[config.mk]
export PLATFORM = sky130hd
export DESIGN_NAME = memory_stage_flat
export DESIGN_NICKNAME = d
export VERILOG_FILES = /design/src/rtl/memory_stage_if.sv /design/src/rtl/memory_stage.sv /design/src/flat_wrapper.sv
export SDC_FILE = /design/constraint.sdc
export NUM_CORES = 1
export LEC_CHECK = 0
export CAP_MARGIN = 20
export CORE_MARGIN = 2
export CORE_UTILIZATION = 30
export CTS_BUF_LIST = sky130_fd_sc_hd__clkbuf_8 sky130_fd_sc_hd__clkbuf_16
export DETAILED_ROUTE_END_ITERATION = 7
export GPL_ROUTABILITY_DRIVEN = 0
export PLACE_DENSITY = 0.74
export SYNTH_ARGS = -nofsm -noshare
export SYNTH_HDL_FRONTEND = slang
export SYNTH_SLANG_ARGS = --single-unit
[constraint.sdc]
create_clock -name clk -period 2.15 [get_ports clk]
set_input_delay 0.3225 -clock clk [delete_from_list [all_inputs] [get_ports clk]]
set_output_delay 0.3225 -clock clk [all_outputs]
set_load 0.05 [all_outputs]
[src/rtl/memory_stage_if.sv]
// memory_stage_if: request/acknowledge data-memory bus between the MEM stage
// (master) and the data memory (slave).
interface memory_stage_if;
    logic        dmem_req;
    logic        dmem_we;
    logic [31:0] dmem_addr;
    logic [3:0]  dmem_be;
    logic [31:0] dmem_wdata;
    logic        dmem_ack;
    logic [31:0] dmem_rdata;

    modport master (
        output dmem_req, dmem_we, dmem_addr, dmem_be, dmem_wdata,
        input  dmem_ack, dmem_rdata
    );

    modport slave (
        input  dmem_req, dmem_we, dmem_addr, dmem_be, dmem_wdata,
        output dmem_ack, dmem_rdata
    );
endinterface

[src/rtl/memory_stage.sv]
// memory_stage: MEM pipeline stage. Owns the data-memory req/ack handshake,
// builds byte enables and lane-replicated store data, extracts and extends
// load data, stalls upstream while a transaction is outstanding and feeds
// the MEM/WB registers.
// Optional feature: define MEM_STAGE_TIMEOUT_EN to abort a transaction after
// TIMEOUT_CYCLES wait-state cycles and pulse bus_error_out.
module memory_stage #(
    parameter int TIMEOUT_CYCLES = 255,
    parameter int TIMEOUT_W      = 8
) (
    input  logic               clk,
    input  logic               rst,
    input  logic [4:0]         rd_addr_in,
    input  logic               reg_write_in,
    input  logic               mem_write_in,
    input  logic [31:0]        alu_result_in,
    input  logic [31:0]        rs2_in,
    input  logic [1:0]         wb_mux_in,
    input  logic [2:0]         mem_size_in,
    memory_stage_if.master     dmem,
    output logic               stall,
    output logic [31:0]        forward_mem,
    output logic [4:0]         rd_addr_out,
    output logic               reg_write_out,
    output logic [31:0]        alu_result_out,
    output logic [31:0]        mem_rdata_out,
    output logic [1:0]         wb_mux_out,
    output logic               misaligned_out,
    output logic               bus_error_out
);

    typedef enum logic {ST_IDLE, ST_WAIT} state_t;

    state_t      state_q, state_d;
    logic [4:0]  rdAddr_q;
    logic        regWrite_q;
    logic [31:0] aluResult_q;
    logic [31:0] memRdata_q;
    logic [1:0]  wbMux_q;
    logic        misaligned_q;

    logic        memOp, isLoad, sizeIllegal, misalignRaw, misalign;
    logic        timeoutHit, req;
    logic [3:0]  beRaw;
    logic [31:0] wdataRaw, loadShift, loadExt;

    assign memOp       = mem_write_in | (wb_mux_in == 2'b01);
    assign isLoad      = ~mem_write_in & (wb_mux_in == 2'b01);
    assign forward_mem = alu_result_in;

    // Alignment check per access size; unknown funct3 codes count as misaligned
    always_comb begin
        sizeIllegal = 1'b0;
        misalignRaw = 1'b0;
        case (mem_size_in)
            3'b000, 3'b100: misalignRaw = 1'b0;
            3'b001, 3'b101: misalignRaw = alu_result_in[0];
            3'b010:         misalignRaw = |alu_result_in[1:0];
            default:        sizeIllegal = 1'b1;
        endcase
    end

    assign misalign = memOp & (misalignRaw | sizeIllegal);

`ifdef MEM_STAGE_TIMEOUT_EN
    logic [TIMEOUT_W-1:0] waitCnt_q, waitCnt_d;
    logic                 busError_q;

    assign timeoutHit    = (state_q == ST_WAIT) && (waitCnt_q == TIMEOUT_W'(TIMEOUT_CYCLES));
    assign bus_error_out = busError_q;
`else
    logic unusedParams;

    assign timeoutHit    = 1'b0;
    assign bus_error_out = 1'b0;
    assign unusedParams  = ^{32'(TIMEOUT_CYCLES), 32'(TIMEOUT_W)};
`endif

    // Request is held for the whole WAIT phase; reset kills it in the same cycle
    assign req = ~rst & ~timeoutHit &
                 ((state_q == ST_WAIT) | ((state_q == ST_IDLE) & memOp & ~misalign));
    assign stall = req & ~dmem.dmem_ack;

    assign dmem.dmem_req   = req;
    assign dmem.dmem_we    = req & mem_write_in;
    assign dmem.dmem_addr  = {alu_result_in[31:2], 2'b00};
    assign dmem.dmem_be    = req ? beRaw : 4'b0000;
    assign dmem.dmem_wdata = wdataRaw;

    // Byte enables and store-data lane replication from size and address
    always_comb begin
        beRaw    = 4'b1111;
        wdataRaw = rs2_in;
        case (mem_size_in[1:0])
            2'b00: begin
                beRaw    = 4'b0001 << alu_result_in[1:0];
                wdataRaw = {4{rs2_in[7:0]}};
            end
            2'b01: begin
                beRaw    = 4'b0011 << {alu_result_in[1], 1'b0};
                wdataRaw = {2{rs2_in[15:0]}};
            end
            default: begin
                beRaw    = 4'b1111;
                wdataRaw = rs2_in;
            end
        endcase
    end

    // Load data: shift the addressed lane down, then sign- or zero-extend
    always_comb begin
        loadShift = dmem.dmem_rdata >> {alu_result_in[1:0], 3'b000};
        case (mem_size_in)
            3'b000:  loadExt = {{24{loadShift[7]}}, loadShift[7:0]};
            3'b001:  loadExt = {{16{loadShift[15]}}, loadShift[15:0]};
            3'b100:  loadExt = {24'h000000, loadShift[7:0]};
            3'b101:  loadExt = {16'h0000, loadShift[15:0]};
            default: loadExt = loadShift;
        endcase
    end

    // Next-state logic: stay in WAIT while a request is unanswered
    always_comb begin
        state_d = (req & ~dmem.dmem_ack) ? ST_WAIT : ST_IDLE;
`ifdef MEM_STAGE_TIMEOUT_EN
        waitCnt_d = ((state_q == ST_WAIT) && !dmem.dmem_ack) ? waitCnt_q + TIMEOUT_W'(1) : '0;
`endif
    end

    // FSM state plus MEM/WB registers; a stalled cycle loads a bubble
    always_ff @(posedge clk) begin
        if (rst) begin
            state_q      <= ST_IDLE;
            rdAddr_q     <= '0;
            regWrite_q   <= 1'b0;
            aluResult_q  <= '0;
            memRdata_q   <= '0;
            wbMux_q      <= '0;
            misaligned_q <= 1'b0;
`ifdef MEM_STAGE_TIMEOUT_EN
            waitCnt_q    <= '0;
            busError_q   <= 1'b0;
`endif
        end else begin
            state_q      <= state_d;
            misaligned_q <= misalign & (state_q == ST_IDLE);
`ifdef MEM_STAGE_TIMEOUT_EN
            waitCnt_q    <= waitCnt_d;
            busError_q   <= timeoutHit;
`endif
            if (stall) begin
                rdAddr_q    <= '0;
                regWrite_q  <= 1'b0;
                aluResult_q <= '0;
                memRdata_q  <= '0;
                wbMux_q     <= 2'b00;
            end else begin
                rdAddr_q    <= rd_addr_in;
                regWrite_q  <= reg_write_in & ~misalign & ~timeoutHit;
                aluResult_q <= alu_result_in;
                memRdata_q  <= (isLoad & req & dmem.dmem_ack) ? loadExt : 32'h0;
                wbMux_q     <= wb_mux_in;
            end
        end
    end

    assign rd_addr_out    = rdAddr_q;
    assign reg_write_out  = regWrite_q;
    assign alu_result_out = aluResult_q;
    assign mem_rdata_out  = memRdata_q;
    assign wb_mux_out     = wbMux_q;
    assign misaligned_out = misaligned_q;

endmodule

[src/flat_wrapper.sv]
// flat-port wrapper written by rule: the top's interface ports become plain ports
module memory_stage_flat 
#(
    parameter int TIMEOUT_CYCLES = 255,
    parameter int TIMEOUT_W      = 8
)
  (clk, rst, rd_addr_in, reg_write_in, mem_write_in, alu_result_in, rs2_in, wb_mux_in, mem_size_in, stall, forward_mem, rd_addr_out, reg_write_out, alu_result_out, mem_rdata_out, wb_mux_out, misaligned_out, bus_error_out, dmem_dmem_req, dmem_dmem_we, dmem_dmem_addr, dmem_dmem_be, dmem_dmem_wdata, dmem_dmem_ack, dmem_dmem_rdata);
  memory_stage_if dmem_i ();
  input  logic clk;
  input  logic rst;
  input  logic [4:0] rd_addr_in;
  input  logic reg_write_in;
  input  logic mem_write_in;
  input  logic [31:0] alu_result_in;
  input  logic [31:0] rs2_in;
  input  logic [1:0] wb_mux_in;
  input  logic [2:0] mem_size_in;
  output logic stall;
  output logic [31:0] forward_mem;
  output logic [4:0] rd_addr_out;
  output logic reg_write_out;
  output logic [31:0] alu_result_out;
  output logic [31:0] mem_rdata_out;
  output logic [1:0] wb_mux_out;
  output logic misaligned_out;
  output logic bus_error_out;
  output wire logic [$bits(dmem_i.dmem_req)-1:0] dmem_dmem_req;
  output wire logic [$bits(dmem_i.dmem_we)-1:0] dmem_dmem_we;
  output wire logic [$bits(dmem_i.dmem_addr)-1:0] dmem_dmem_addr;
  output wire logic [$bits(dmem_i.dmem_be)-1:0] dmem_dmem_be;
  output wire logic [$bits(dmem_i.dmem_wdata)-1:0] dmem_dmem_wdata;
  input wire logic [$bits(dmem_i.dmem_ack)-1:0] dmem_dmem_ack;
  input wire logic [$bits(dmem_i.dmem_rdata)-1:0] dmem_dmem_rdata;
  assign dmem_dmem_req = dmem_i.dmem_req;
  assign dmem_dmem_we = dmem_i.dmem_we;
  assign dmem_dmem_addr = dmem_i.dmem_addr;
  assign dmem_dmem_be = dmem_i.dmem_be;
  assign dmem_dmem_wdata = dmem_i.dmem_wdata;
  assign dmem_i.dmem_ack = dmem_dmem_ack;
  assign dmem_i.dmem_rdata = dmem_dmem_rdata;
  memory_stage #(.TIMEOUT_CYCLES(TIMEOUT_CYCLES), .TIMEOUT_W(TIMEOUT_W)) u_core (.clk(clk), .rst(rst), .rd_addr_in(rd_addr_in), .reg_write_in(reg_write_in), .mem_write_in(mem_write_in), .alu_result_in(alu_result_in), .rs2_in(rs2_in), .wb_mux_in(wb_mux_in), .mem_size_in(mem_size_in), .dmem(dmem_i), .stall(stall), .forward_mem(forward_mem), .rd_addr_out(rd_addr_out), .reg_write_out(reg_write_out), .alu_result_out(alu_result_out), .mem_rdata_out(mem_rdata_out), .wb_mux_out(wb_mux_out), .misaligned_out(misaligned_out), .bus_error_out(bus_error_out));
endmodule
==> impl_results.md <==
- Syn_area_per_cell: 9.229 µm²
- Worst Path Arrival: 1710 ps
- Sequential cell area fraction in the yosys report: 38.68%
- CTS H-tree lvls: 3
- First-pass GRT wire length: 18.33 mm
- Largest net degree at the start of global routing: 40
- Largest stage delay, worst path: approximately 480 ps
- Critical Path Fanout Max: 6
- Relative slew slack: 38.43%
- Die area: 13690 µm²
- Status: finished, final reports clean
- Clock slew at reported path FFs: roughly 60 ps
- Hold EP: u_core.alu_result_out[1]$_SDFF_PP0_
- Tot Pwr: approximately 4.5 mW
- Hold-fix buffers, CTS: 0
- Placed cells: 796
- Leak Pwr: 2.759 nW
- Met3 WL: 1.063 mm
- Worst hold path type: in2reg
- Ys Warns: 0
- Final Net Count: 747
- Worst path required time: 1830 ps
- Drt drc: 0
- Synthesized instance count: 415
- Critical Path Source Type: primary input
- Via count: 3626
- Avg WL per Cell: 15.85 µm
- Power Density: 658.7 nW/µm²
- Drt pass-1 iters: 4
- Core area: 12520 µm²
- Total CTS buffers: 9
- Vias in the first global route: 3545
- WP buf/inv: 2
- RR Endpoint: u_core.rd_addr_out[0]$_SDFF_PP0_
- Netlist cell types: 40
- Layout area overhead: 77.46%
- Clk_skew: just over 7 ps
- Routed wl met2: ~6.8 mm
- PnR worst setup slack: 119.5 ps
- Worst Reg-to-Reg Cells: 4
- Worst VDD drop: 0.3396 mV
- Layout cells sized above 1: 30.73%
- Starting DRT DRC Count: 129
- Final hold violations: 0
- Die height: 117.0 µm
- RSZ-0062 raised after global routing: false
- # rows: slightly above 40
- Post-route clock period utilization: 94.44%
- Ant diodes: 0
- Post-DP HPWL: 10.39 mm
- Slew Limit Fails: 0
- Die X: approximately 120 µm
- Max-cap violations: 0
- Initial antenna violation count: 0
- GRT Total Usage: 17.71%
- Final ANT Viol Nets: 0
- Skew-Pair Late Insertion Delay: between 300 and 400 ps
- Max Clk Rate: around 490 MHz
- # clock sinks: 74
- CP endpoint kind: output pin
- Clock Path Buffers: 2
- IO Count: 288
- Routed WL: 12.89 mm
- Synth Flop Type: dfxtp_1
- Grt ovf: 0
- Finished Layout Cells: 813
- Worst path slowest cell: clkdlybuf4s50_1
- Number of synthesized register bits: 74
- Netlist Area Pre-Place: approximately 3800 µm²
- Drt via density: 4.460
- Worst slack at placement: -217.8 ps
- TritonCTS clock tree: yes
- Fraction of registers with async set/reset: 0%
- Least-Margin Pin Slew: about 920 ps
- Root Buffer: clkbuf_16
- RR Startpoint: u_core.state_q$_SDFF_PP0_
- Met1 Wirelength: around 4.8 mm
- Uppermost layer routed: met4
- Worst path top cell family by delay: buffers and inverters
- Hold path depth: 2
- CP cell instances: clkdlybuf4s50_1 > nor2b_2 > o22ai_2 > a21oi_4 > nor2b_4 > buf_12
- R2R Setup Slk: 840 ps
- Hold_sp: rst
- EDFF count, synth: 0
- Setup violations, final: 0
- CP Class: in2out
- Initial Utilization: 30.60%
- Tmin final: between 2000 and 2500 ps
- Input/output buffers: 284
==> flip-flops by register name, indices dropped and copies added, names as in the netlist <==
name / cells
u_core.alu_result_out: 32
u_core.mem_rdata_out: 32
u_core.misaligned_out: 1
u_core.rd_addr_out: 5
u_core.reg_write_out: 1
u_core.state_q: 1
u_core.wb_mux_out: 2
==> metal layers <==
| metal | GRT usage, % | vias up |
|---|---|---|
| met1 | 18.86 | 1633 |
| met3 | 4.943 | 18 |
| met5 | 0 | - |
| li1 | - | 1778 |
| met2 | 33.68 | 197 |
| met4 | 5.569 | 0 |
==> layout make-up <==
class	count	area, µm²
clock buffer	9	225.2
fill	1136	5720
timing repair buffer	310	3112
clock inverter	7	68.82
sequential	74	1481
inverter	4	15.01
tap	172	215.2
multi-input combinational	237	1679
==> synth_stat cells (all sizes together), types with 11 or more instances <==
library cell,number,area (µm²)
buf,91,673.1
dfxtp,74,1481
nand2,49,183.9
a21oi,39,244.0
nor3b,39,337.8
nor2b,17,106.4
mux2,16,180.2
mux2i,16,160.2
a211oi,14,105.1
nor2,13,48.80
clkbuf,11,41.29
o21ai,11,70.07
==> cell families after synthesis <==
| logic type | synth area share (%) |
|---|---|
| multiplexers | 9.474 |
| buffers and inverters | 19.05 |
| XOR/XNOR | 0.2287 |
| flip-flops | 38.68 |
| AND/OR/NAND/NOR | 20.06 |
| AO/OA/AOI/OAI | 12.41 |
| other | 0.09791 |
==> repair_timing <==
item	4_1_cts	5_1_grt
gates resized for setup	6	2
setup buffers	1	0
pin swaps	1	0
endpoints found under the setup margin	5	11
endpoints found under the hold margin	0	0
==> worst max-delay path by stage <==
stage                                   start                                  end  slack (ps)  depth (start not counted)
after floorplan                mem_size_in[0]                      dmem_dmem_be[0]          40                          5
after global placement       alu_result_in[1]                                stall        -140                          7
after detailed placement     alu_result_in[1]  u_core.mem_rdata_out[20]$_SDFF_PP0_        -220                          5
after CTS                      mem_size_in[1]                   dmem_dmem_wdata[8]          40                          7
after global routing      dmem_dmem_rdata[31]  u_core.mem_rdata_out[17]$_SDFF_PP0_          30                          5
final                            wb_mux_in[0]                      dmem_dmem_be[2]         120                          6
==> worst register-to-register path: cells and delay by family (launching register included) <==
kind                   cells  cell delay, ps
AO/OA/AOI/OAI              1             200
buffers and inverters      2             410
flip-flops                 1             470
AND/OR/NAND/NOR            1             100
==> through the flow <==
step                      setup TNS, ps  area, µm²  hold WS (ps)  utilization [%]
final                                 0       6797         295.5            54.30
after global routing                  0       6797         300.1            54.30
after CTS                             0       6792         283.7            54.26
after detailed placement          -3305       6479         628.8            51.76
after global placement            -1510       6479         630.5            51.76
after floorplan                       0       3865         394.1                -
==> where the power goes <==
part | total [mW] | internal (mW) | switching [mW] | leakage [nW]
registers | 1.44 | 1.42 | 0.0139 | 0.606
clock network | 1.47 | 0.895 | 0.579 | 0.147
logic | 1.57 | 0.633 | 0.933 | 2.01
==> layout by cell type, fill, tap and decap left out, drive strengths merged <==
master	n
and2	1
nand3b	1
or3b	1
mux4	1
o32ai	1
clkbuf	9
a21oi	39
dlymetal6s2s	1
dfxtp	74
or2	3
dlygate4sd2	3
and3	1
mux2i	16
a21o	1
nand2b	2
nor3b	39
conb	3
nor4	2
buf	129
clkinvlp	1
xnor2	1
clkinv	3
a21boi	1
a211oi	14
o22ai	1
nor2	13
inv	6
clkdlybuf4s50	177
mux2	16
bufinv	1
o21a	1
nor3	1
o21ai	11
nor2b	17
nand2	49
o211ai	1
Note: power is estimated with default switching activity, not from simulation.
